`config.mk`:
```
export PLATFORM = sky130hd
export DESIGN_NAME = imem_port_arbiter
export DESIGN_NICKNAME = d
export VERILOG_FILES = /design/src/rtl/imem_port_arbiter.sv
export SDC_FILE = /design/constraint.sdc
export NUM_CORES = 1
export LEC_CHECK = 0
export BUFFER_PORTS_ARGS = -buffer_cell sky130_fd_sc_hd__clkbuf_2
export CAP_MARGIN = 20
export CORE_ASPECT_RATIO = 2
export CORE_MARGIN = 2
export CORE_UTILIZATION = 40
export CTS_CLUSTER_SIZE = 10
export DETAILED_ROUTE_END_ITERATION = 6
export PLACE_DENSITY = 0.69
export SYNTH_ARGS = -nofsm -noshare
export SYNTH_HDL_FRONTEND = slang
export SYNTH_SLANG_ARGS = --single-unit
```
`constraint.sdc`:
```
create_clock -name clock -period 2.78 [get_ports clock]
set_clock_uncertainty 0.1 [all_clocks]
set_input_delay 0.139 -clock clock [delete_from_list [all_inputs] [get_ports clock]]
set_output_delay 0.139 -clock clock [all_outputs]
set_load 0.05 [all_outputs]
```
`src/rtl/imem_port_arbiter.sv`:
```
// Round-robin arbiter sharing one single-port, combinational-read memory
// between an instruction-fetch port and a load/store port.
// Ports:
//   clock, reset          : clock and asynchronous active-low reset
//   if_req/if_addr        : fetch request (word access), held until if_gnt
//   if_gnt/if_rvalid/if_rdata/if_err : fetch grant and one-cycle response
//   d_req/d_addr/d_we/d_size/d_wdata : data request, held until d_gnt
//   d_gnt/d_rvalid/d_rdata/d_err     : data grant and one-cycle response
//   mem_address/mem_data_in/mem_read_write/mem_data_out : memory interface
module imem_port_arbiter #(
  parameter logic [31:0] MEM_BASE  = 32'h01000000,
  parameter logic [31:0] MEM_BYTES = 32'h00100000
) (
  input  logic        clock,
  input  logic        reset,
  input  logic        if_req,
  input  logic [31:0] if_addr,
  output logic        if_gnt,
  output logic        if_rvalid,
  output logic [31:0] if_rdata,
  output logic        if_err,
  input  logic        d_req,
  input  logic [31:0] d_addr,
  input  logic        d_we,
  input  logic [1:0]  d_size,
  input  logic [31:0] d_wdata,
  output logic        d_gnt,
  output logic        d_rvalid,
  output logic [31:0] d_rdata,
  output logic        d_err,
  output logic [31:0] mem_address,
  output logic [31:0] mem_data_in,
  output logic        mem_read_write,
  input  logic [31:0] mem_data_out
);

  localparam logic [32:0] MEM_END = 33'(MEM_BASE) + 33'(MEM_BYTES);

  typedef enum logic {IDLE, RMW_WR} state_t;

  state_t      state_q, state_d;
  logic        last_d_q;          // 1: data port was granted last
  logic [31:0] addr_q, data_q;
  logic [31:0] data_d, addr_c;
  logic        gnt_if_c, gnt_d_c, we_c, rmw_start_c;
  logic        if_legal_c, d_legal_c;
  logic [31:0] merged_c, load_c, wdata_c;
  logic        if_rvalid_q, if_err_q, d_rvalid_q, d_err_q;
  logic [31:0] if_rdata_q, d_rdata_q;

  // Range (33-bit, wrap-safe) and natural-alignment check
  function automatic logic legal_f(input logic [31:0] addr, input logic [1:0] size);
    logic [32:0] last;
    logic        ok;
    case (size)
      2'd0:    last = {1'b0, addr};
      2'd1:    last = {1'b0, addr} + 33'd1;
      default: last = {1'b0, addr} + 33'd3;
    endcase
    ok = (addr >= MEM_BASE) && (last < MEM_END);
    case (size)
      2'd1:    ok = ok && !addr[0];
      2'd2:    ok = ok && (addr[1:0] == 2'b00);
      2'd3:    ok = 1'b0;
      default: ok = ok;
    endcase
    return ok;
  endfunction

  // Lane merge for sub-word stores and lane extraction for loads
  always_comb begin
    merged_c = mem_data_out;
    load_c   = mem_data_out;
    if (d_size == 2'd0) begin
      case (d_addr[1:0])
        2'd0: begin merged_c[7:0]   = d_wdata[7:0]; load_c = {24'b0, mem_data_out[7:0]};   end
        2'd1: begin merged_c[15:8]  = d_wdata[7:0]; load_c = {24'b0, mem_data_out[15:8]};  end
        2'd2: begin merged_c[23:16] = d_wdata[7:0]; load_c = {24'b0, mem_data_out[23:16]}; end
        default: begin merged_c[31:24] = d_wdata[7:0]; load_c = {24'b0, mem_data_out[31:24]}; end
      endcase
    end else if (d_size == 2'd1) begin
      if (d_addr[1]) begin
        merged_c[31:16] = d_wdata[15:0];
        load_c          = {16'b0, mem_data_out[31:16]};
      end else begin
        merged_c[15:0]  = d_wdata[15:0];
        load_c          = {16'b0, mem_data_out[15:0]};
      end
    end
  end

  // Next state, grants and memory drive
  always_comb begin
    state_d     = state_q;
    gnt_if_c    = 1'b0;
    gnt_d_c     = 1'b0;
    we_c        = 1'b0;
    rmw_start_c = 1'b0;
    wdata_c     = data_q;
    data_d      = data_q;
    addr_c      = addr_q;
    if_legal_c  = legal_f(if_addr, 2'd2);
    d_legal_c   = legal_f(d_addr, d_size);

    // reset gating keeps grants low while reset is held
    if (state_q == IDLE && reset) begin
      if (if_req && d_req) begin
        gnt_if_c = last_d_q;
        gnt_d_c  = !last_d_q;
      end else begin
        gnt_if_c = if_req;
        gnt_d_c  = d_req;
      end
    end

    if (gnt_if_c)     addr_c = {if_addr[31:2], 2'b00};
    else if (gnt_d_c) addr_c = {d_addr[31:2], 2'b00};

    if (gnt_d_c && d_legal_c && d_we) begin
      if (d_size == 2'd2) begin
        we_c    = 1'b1;
        wdata_c = d_wdata;
        data_d  = d_wdata;
      end else begin
        rmw_start_c = 1'b1;
        data_d      = merged_c;
        state_d     = RMW_WR;
      end
    end

    if (state_q == RMW_WR) begin
      we_c    = 1'b1;
      state_d = IDLE;
    end
  end

  always_ff @(posedge clock or negedge reset) begin
    if (!reset) begin
      state_q     <= IDLE;
      last_d_q    <= 1'b1;
      addr_q      <= '0;
      data_q      <= '0;
      if_rvalid_q <= 1'b0;
      if_err_q    <= 1'b0;
      if_rdata_q  <= '0;
      d_rvalid_q  <= 1'b0;
      d_err_q     <= 1'b0;
      d_rdata_q   <= '0;
    end else begin
      state_q <= state_d;
      addr_q  <= addr_c;
      data_q  <= data_d;
      if (gnt_if_c || gnt_d_c) last_d_q <= gnt_d_c;

      if_rvalid_q <= gnt_if_c;
      if (gnt_if_c) begin
        if_err_q   <= !if_legal_c;
        if_rdata_q <= if_legal_c ? mem_data_out : '0;
      end

      // sub-word store acknowledges from RMW_WR instead of the grant cycle
      d_rvalid_q <= (gnt_d_c && !rmw_start_c) || (state_q == RMW_WR);
      if (state_q == RMW_WR) begin
        d_err_q   <= 1'b0;
        d_rdata_q <= '0;
      end else if (gnt_d_c) begin
        d_err_q   <= !d_legal_c;
        d_rdata_q <= (d_legal_c && !d_we) ? load_c : '0;
      end
    end
  end

  assign if_gnt         = gnt_if_c;
  assign d_gnt          = gnt_d_c;
  assign if_rvalid      = if_rvalid_q;
  assign if_err         = if_err_q;
  assign if_rdata       = if_rdata_q;
  assign d_rvalid       = d_rvalid_q;
  assign d_err          = d_err_q;
  assign d_rdata        = d_rdata_q;
  assign mem_address    = addr_c;
  assign mem_data_in    = wdata_c;
  assign mem_read_write = we_c;

endmodule

```
==> results of run 1 <==
-- state kept, by name, summed over array words and instances, names as in the netlist --
name and count:
d_rvalid 1, data_q 32, if_rvalid 1, d_rdata 32, if_rdata 32, state_q 1, last_d_q 1, addr_q 32
if_err 1, d_err 1
-- power groups by stage --
stage	Clock [mW]	Combinational [mW]	Sequential, mW
after floorplan	0	0.744	2.11
after global placement	0	1.23	2.11
after detailed placement	0	1.24	2.11
after CTS	2.37	1.41	2.08
after global routing	2.47	1.54	2.08
final	2.34	1.46	2.08
-- cells in the mapped netlist (3+ instances only) --
| library cell | count |
|---|---|
| nand4_1 | 13 |
| o21ai_0 | 93 |
| nor3_1 | 8 |
| nand2b_1 | 10 |
| a22o_1 | 51 |
| nor4_1 | 4 |
| buf_1 | 5 |
| inv_1 | 8 |
| a21oi_1 | 8 |
| a31oi_1 | 3 |
| buf_2 | 7 |
| mux2_2 | 57 |
| mux2_1 | 32 |
| mux4_2 | 8 |
| nand3b_1 | 7 |
| clkbuf_1 | 34 |
| mux2i_1 | 54 |
| ha_1 | 4 |
| nand2_1 | 108 |
| nor2_1 | 16 |
| and2_1 | 5 |
| dfrtp_1 | 133 |
| nor2b_1 | 3 |
| nand3_1 | 22 |
-- per-layer routing --
layer	up-vias	share of wire [%]	global-route usage, %
li1	3438	-	-
met1	3651	35	30.0
met2	340	53	52.7
met3	109	5.4	5.37
met4	0	7.4	21.5
met5	-	0	0
-- cells by family (layout without fill, tap and decap cells) --
group / Yosys count / count (layout) / synth area share (%)
compound gates: 166 / 166 / 14.2
xor+xnor: 1 / 1 / 0.117
fa+ha+maj: 4 / 4 / 0.666
buf+inv: 56 / 453 / 3.01
flops: 134 / 134 / 44.6
mux: 151 / 151 / 22.9
simple gates: 213 / 213 / 14.4
-- worst paths after layout --
check                                     from                  endpoint  cells past startpoint
min                                  d_addr[5]       addr_q[5]$_DFF_PN0_                      3
min in group asynchronous                reset  if_rdata[23]$_DFFE_PN0P_                      3
max                                  d_size[1]           mem_data_in[12]                     15
max in group asynchronous                reset         d_err$_DFFE_PN0P_                      3
min reg2reg                addr_q[1]$_DFF_PN0_       addr_q[1]$_DFF_PN0_                      1
max reg2reg                  state_q$_DFF_PN0_      addr_q[11]$_DFF_PN0_                      8
-- stage by stage --
stage          instances  cell area [um2]  utilization [%]  worst slack [ns]  power [mW]
5_1_grt             1341            11500             61.9            -0.292        6.09
4_1_cts             1338            11400             61.2            -0.186        5.85
3_5_place_dp        1206             9470             50.8            -0.265        3.35
2_1_floorplan        725             7590                -           -0.0492        2.86
3_3_place_gp        1206             9470             50.8            -0.240        3.34
6_report            1341            11500             61.9            -0.236        5.88
-- area by class of cell --
| cell class | count | share of cell area [%] |
|---|---|---|
| multi-input cells | 535 | 35.3 |
| repair buffers | 412 | 27.6 |
| flip-flops and latches | 134 | 29.1 |
| clock inverters | 8 | 1.04 |
| inverters | 9 | 0.358 |
| well taps | 219 | 2.37 |
| clock buffers | 24 | 4.26 |
-- timing repair --
item | 4_1_cts | 5_1_grt
cloned | 3 | 0
setup endpoints to repair | 37 | 44
pin swaps | 2 | 3
hold endpoints to repair | 216 | 3
hold buffers | 91 | 2
setup buffers | 6 | 4
gates resized for setup | 70 | 74
-- worst max-delay path: stages --
cell and delay, ns:
buf_8 0.10, inv_6 0.05, ha_4 0.14, inv_4 0.04
ha_4 0.26, a21oi_4 0.05, nor4_2 0.33, buf_4 0.19
mux2_2 0.34, o2111a_2 0.19, nand4_4 0.15, buf_12 0.12
buf_16 0.14, mux2_2 0.34, buf_4 0.19
==> flow_summary.yaml, run 1 <==
die:
  num_rows: 71
  die_w_um: 101
  die_y_um: 198
  ioPinCount: 270
  core_area_mm2: 0.0187
  initial_utilization_pct: 40.3
  dieArea_mm2: 0.0200
global_route:
  antenna_found_initial: 0
  grt_pass1_vias: 7678
  gr-total-overflow: 0
  track_usage_pct: 29.6
  grt_pass1_wl_um: 43700
  grt_max_degree: 135
worst_setup_path:
  crit_path_max_fanout: 8
  path_class: "in2out"
  crit_arrival_ns: 2.78
  critPathLaunchType: "input port"
  crit_required_ns: 2.54
  crit_path_end_kind: "primary output"
  reg2reg_slack_ns: 0.30
power_and_ir_drop:
  power_frac_comb_pct: 24.8
  pwr-share-seq_pct: 35.3
  p_int_mw: 4.10
  power_leakage_nw: 5.77
  power.density_mw_per_mm2: 509
  sw_frac_of_total_pct: 30.3
  power_frac_clock_pct: 39.9
  irDropWorstVdd_mv: 0.367
  p_sw_mw: 1.78
cells_and_area:
  layout-drive-gt1-share_pct: 42.1
  layout.nets: 1248
  multi_input_area_mm2: 0.00408
  seq_area_mm2: 0.00335
  diodes: 0
  mostFrequentLayoutCells: "221 x clkbuf_2, 133 x dfrtp_1, 108 x nand2_1, 93 x dlygate4sd3_1, 73 x mux2_2"
  fillCellCount: 1493
  area_growth_pct: 53.6
  final_common_cell: "clkbuf_2"
sta:
  period_share_pct: 108
  setup_viol: 32
  worst_slew_pin_slew_ns: 0.723
  whs_ns: 0.00737
  setup-tns-final_ns: -5.66
  period_needed_ns: 3.02
  slew_headroom_pct: 51.8
  drv_slew: 0
  finalHoldViolations: 0
  fin_ws_ns: -0.236
  rsz0062_at_grt: "yes"
  max_freq_mhz: 332
route:
  dr.pass1.iters: 5
  wirelength_um: 29800
  drt_iter0_drc: 370
  vias_per_cell: 5.62
  drc: 0
  drtAntennaViolNets: 0
  vias: 7538
  wl_per_cell_um: 22.2
yosys:
  synth.largest_area_cell: "dfrtp_1"
  synth-main-ff-cell: "dfrtp_1"
  seq_area_frac_synth_pct: 44.6
  synth_area_leaders: "dfrtp_1 44%, mux2_2 8.5%, mux2i_1 7.2%"
  synth_seq_cells: 134
  synth_warnings: 0
  syn_inst: 725
  synth_cell_types: 51
  synth_top_area_share_pct: 44.3
  synth_area_mm2: 0.00752
  synth_nets: 864
  synth-edff-count: 0
  synth.avg_cell_area_um2: 10.4
  async_reset_ff_share_pct: 100
outcome:
  outcome: "complete, but fails checks"
  violations: "setup timing"
clocking:
  clk_latency_ns: 0.42
  clk_path_buf_depth: 2
  htree_levels: 4
  cts.sink_count: 134
  cts_tree: "built"
  ctsRootBufferMaster: "clkbuf_16"
  clk_pin_slew_worst_paths_ns: 0.06
  numCtsBuffers: 17
placed_design:
  port_buffers: 269
  dp_hpwl_um: 20400
  gp_congestion: 0.872
run:
  cap_violations: 0
worst_hold_path:
  hp-class: "in2reg"
(Power assumes the default switching activity.)
==> run 2: changes to the inputs <==
SETUP_SLACK_MARGIN = 0.15   (was not set)
==> flow_summary.yaml, run 2 (synthesized netlist as in run 1, its figures left out) <==
power_and_ir_drop:
  power.total_mw: 5.86
  power_frac_comb_pct: 26.5
  power.density_mw_per_mm2: 496
  irDropWorstVdd_mv: 0.374
  p_sw_mw: 1.88
  power_frac_clock_pct: 38.0
  power_leakage_nw: 5.89
  pwr-share-seq_pct: 35.5
  sw_frac_of_total_pct: 32.1
  p_int_mw: 3.98
clocking:
  clk_latency_ns: 0.41
  clk_path_buf_depth: 2
  htree_levels: 4
  clk_pin_slew_worst_paths_ns: 0.06
  cts.sink_count: 134
  cts_tree: "built"
  numCtsBuffers: 17
  ctsRootBufferMaster: "clkbuf_16"
worst_setup_path:
  crit_path_max_fanout: 6
  crit_required_ns: 2.54
  crit_chain: "clkbuf_16, inv_12, ha_4, inv_2, ha_4, a21oi_2, or4_4, nor4_4, o2111a_2, nand4_4, buf_6, clkbuf_16, mux2_4, buf_8"
  critPathLaunchType: "input port"
  slowest_stage: "or4_4"
  crit_arrival_ns: 2.75
  path_class: "in2out"
  crit_family: "simple AND/OR/NAND/NOR gates"
  max_stage_delay_ns: 0.56
  worst-path-buf-inv: 6
  crit_path_end_kind: "primary output"
placed_design:
  dp_hpwl_um: 20400
  gp_congestion: 0.852
  port_buffers: 269
die:
  ioPinCount: 270
  core_area_mm2: 0.0187
  die_y_um: 198
  die_w_um: 101
  num_rows: 71
  initial_utilization_pct: 40.3
  dieArea_mm2: 0.0200
sta:
  worst_slew_pin_slew_ns: 0.970
  rsz0062_at_grt: "yes"
  period_share_pct: 107
  slew_headroom_pct: 35.4
  finalHoldViolations: 0
  fin_ws_ns: -0.208
  drv_slew: 0
  setup_viol: 33
  period_needed_ns: 2.99
  max_freq_mhz: 335
outcome:
  violations: "setup timing"
  outcome: "complete, but fails checks"
route:
  drt_iter0_drc: 395
  drc: 0
  wl_per_cell_um: 22.3
  dr.pass1.iters: 6
  wirelength_um: 29800
  vias: 7706
  vias_per_cell: 5.76
  drtAntennaViolNets: 0
cells_and_area:
  postLayoutCoreUtil_pct: 63.3
  layout.nets: 1245
  final_common_cell: "clkbuf_2"
  layout-drive-gt1-share_pct: 42.6
  mostFrequentLayoutCells: "215 x clkbuf_2, 133 x dfrtp_1, 108 x nand2_1, 90 x dlygate4sd3_1, 67 x o21ai_0"
  area_growth_pct: 57.0
  fillCellCount: 1451
global_route:
  gr-total-overflow: 0
  track_usage_pct: 29.5
  antenna_found_initial: 1
  grt_pass1_wl_um: 44400
  grt_max_degree: 74
  grt_pass1_vias: 7890
run:
  cap_violations: 0
worst_hold_path:
  hp-class: "in2reg"
## run 2: power by group through the flow
stage	Combinational, mW	Sequential [mW]	Clock [mW]
2_1_floorplan	0.775	2.11	0
3_3_place_gp	1.33	2.11	0
3_5_place_dp	1.35	2.11	0
4_1_cts	1.51	2.08	2.27
5_1_grt	1.63	2.09	2.34
6_report	1.55	2.08	2.23
## run 2: per-stage QoR
stage                     setup slack (ns)  hold WS (ns)  area (um2)  TNS, ns  cells
final                               -0.208        0.0143       11800    -5.85   1339
after global routing                -0.305       0.00628       11800    -9.26   1339
after floorplan                     -0.160        -0.257        7780   -0.423    725
after global placement              -0.251         0.238        9740   -10.71   1206
after detailed placement            -0.293         0.244        9740   -13.77   1206
after CTS                           -0.228     0.0000350       11700    -7.07   1334
## run 2: path summary, 6_finish.rpt
check / start / endpoint / slack (ns) / cells past startpoint
min reg2reg: d_rdata[12]$_DFFE_PN0P_ / d_rdata[12]$_DFFE_PN0P_ / 0.39 / 2
max: d_size[1] / mem_data_in[17] / -0.21 / 14
max reg2reg: state_q$_DFF_PN0_ / addr_q[12]$_DFF_PN0_ / 0.37 / 8
max in group asynchronous: reset / data_q[20]$_DFFE_PN0N_ / 0.77 / 4
min in group asynchronous: reset / if_rdata[30]$_DFFE_PN0P_ / 0.32 / 3
min: d_wdata[22] / data_q[22]$_DFFE_PN0N_ / 0.01 / 4
## run 2: final cells by class
class,instances,area [um2],area share (%)
clock buffers,17,425,3.60
multi-input cells,535,4180,35.4
diodes,1,2.50,0.0212
well taps,219,274,2.32
clock inverters,15,153,1.29
inverters,9,46.3,0.392
flip-flops and latches,134,3350,28.4
repair buffers,409,3370,28.5
## run 2: routing by layer
| layer | track usage [%] | share of wire (%) |
|---|---|---|
| met1 | 30.2 | 34 |
| met5 | 0 | 0 |
| met2 | 53.8 | 54 |
| met4 | 19.1 | 6.7 |
| met3 | 4.94 | 5.6 |
## run 2: what timing repair did
| item | in CTS | in global routing |
|---|---|---|
| hold endpoints to repair | 144 | 0 |
| gates cloned | 2 | 3 |
| gates resized for setup | 78 | 41 |
| hold buffers | 90 | 0 |
| pin swaps | 3 | 1 |
| setup endpoints to repair | 47 | 63 |
| setup buffers | 4 | 1 |
## run 2: worst reg2reg max path: stages, from the launching register on
cell	delay (ns)
dfrtp_1	0.39
nand3b_1	0.16
a21o_1	0.19
buf_4	0.20
inv_2	0.11
buf_12	0.18
mux2i_1	0.26
o21ai_1	0.12
dlygate4sd3_1	0.59
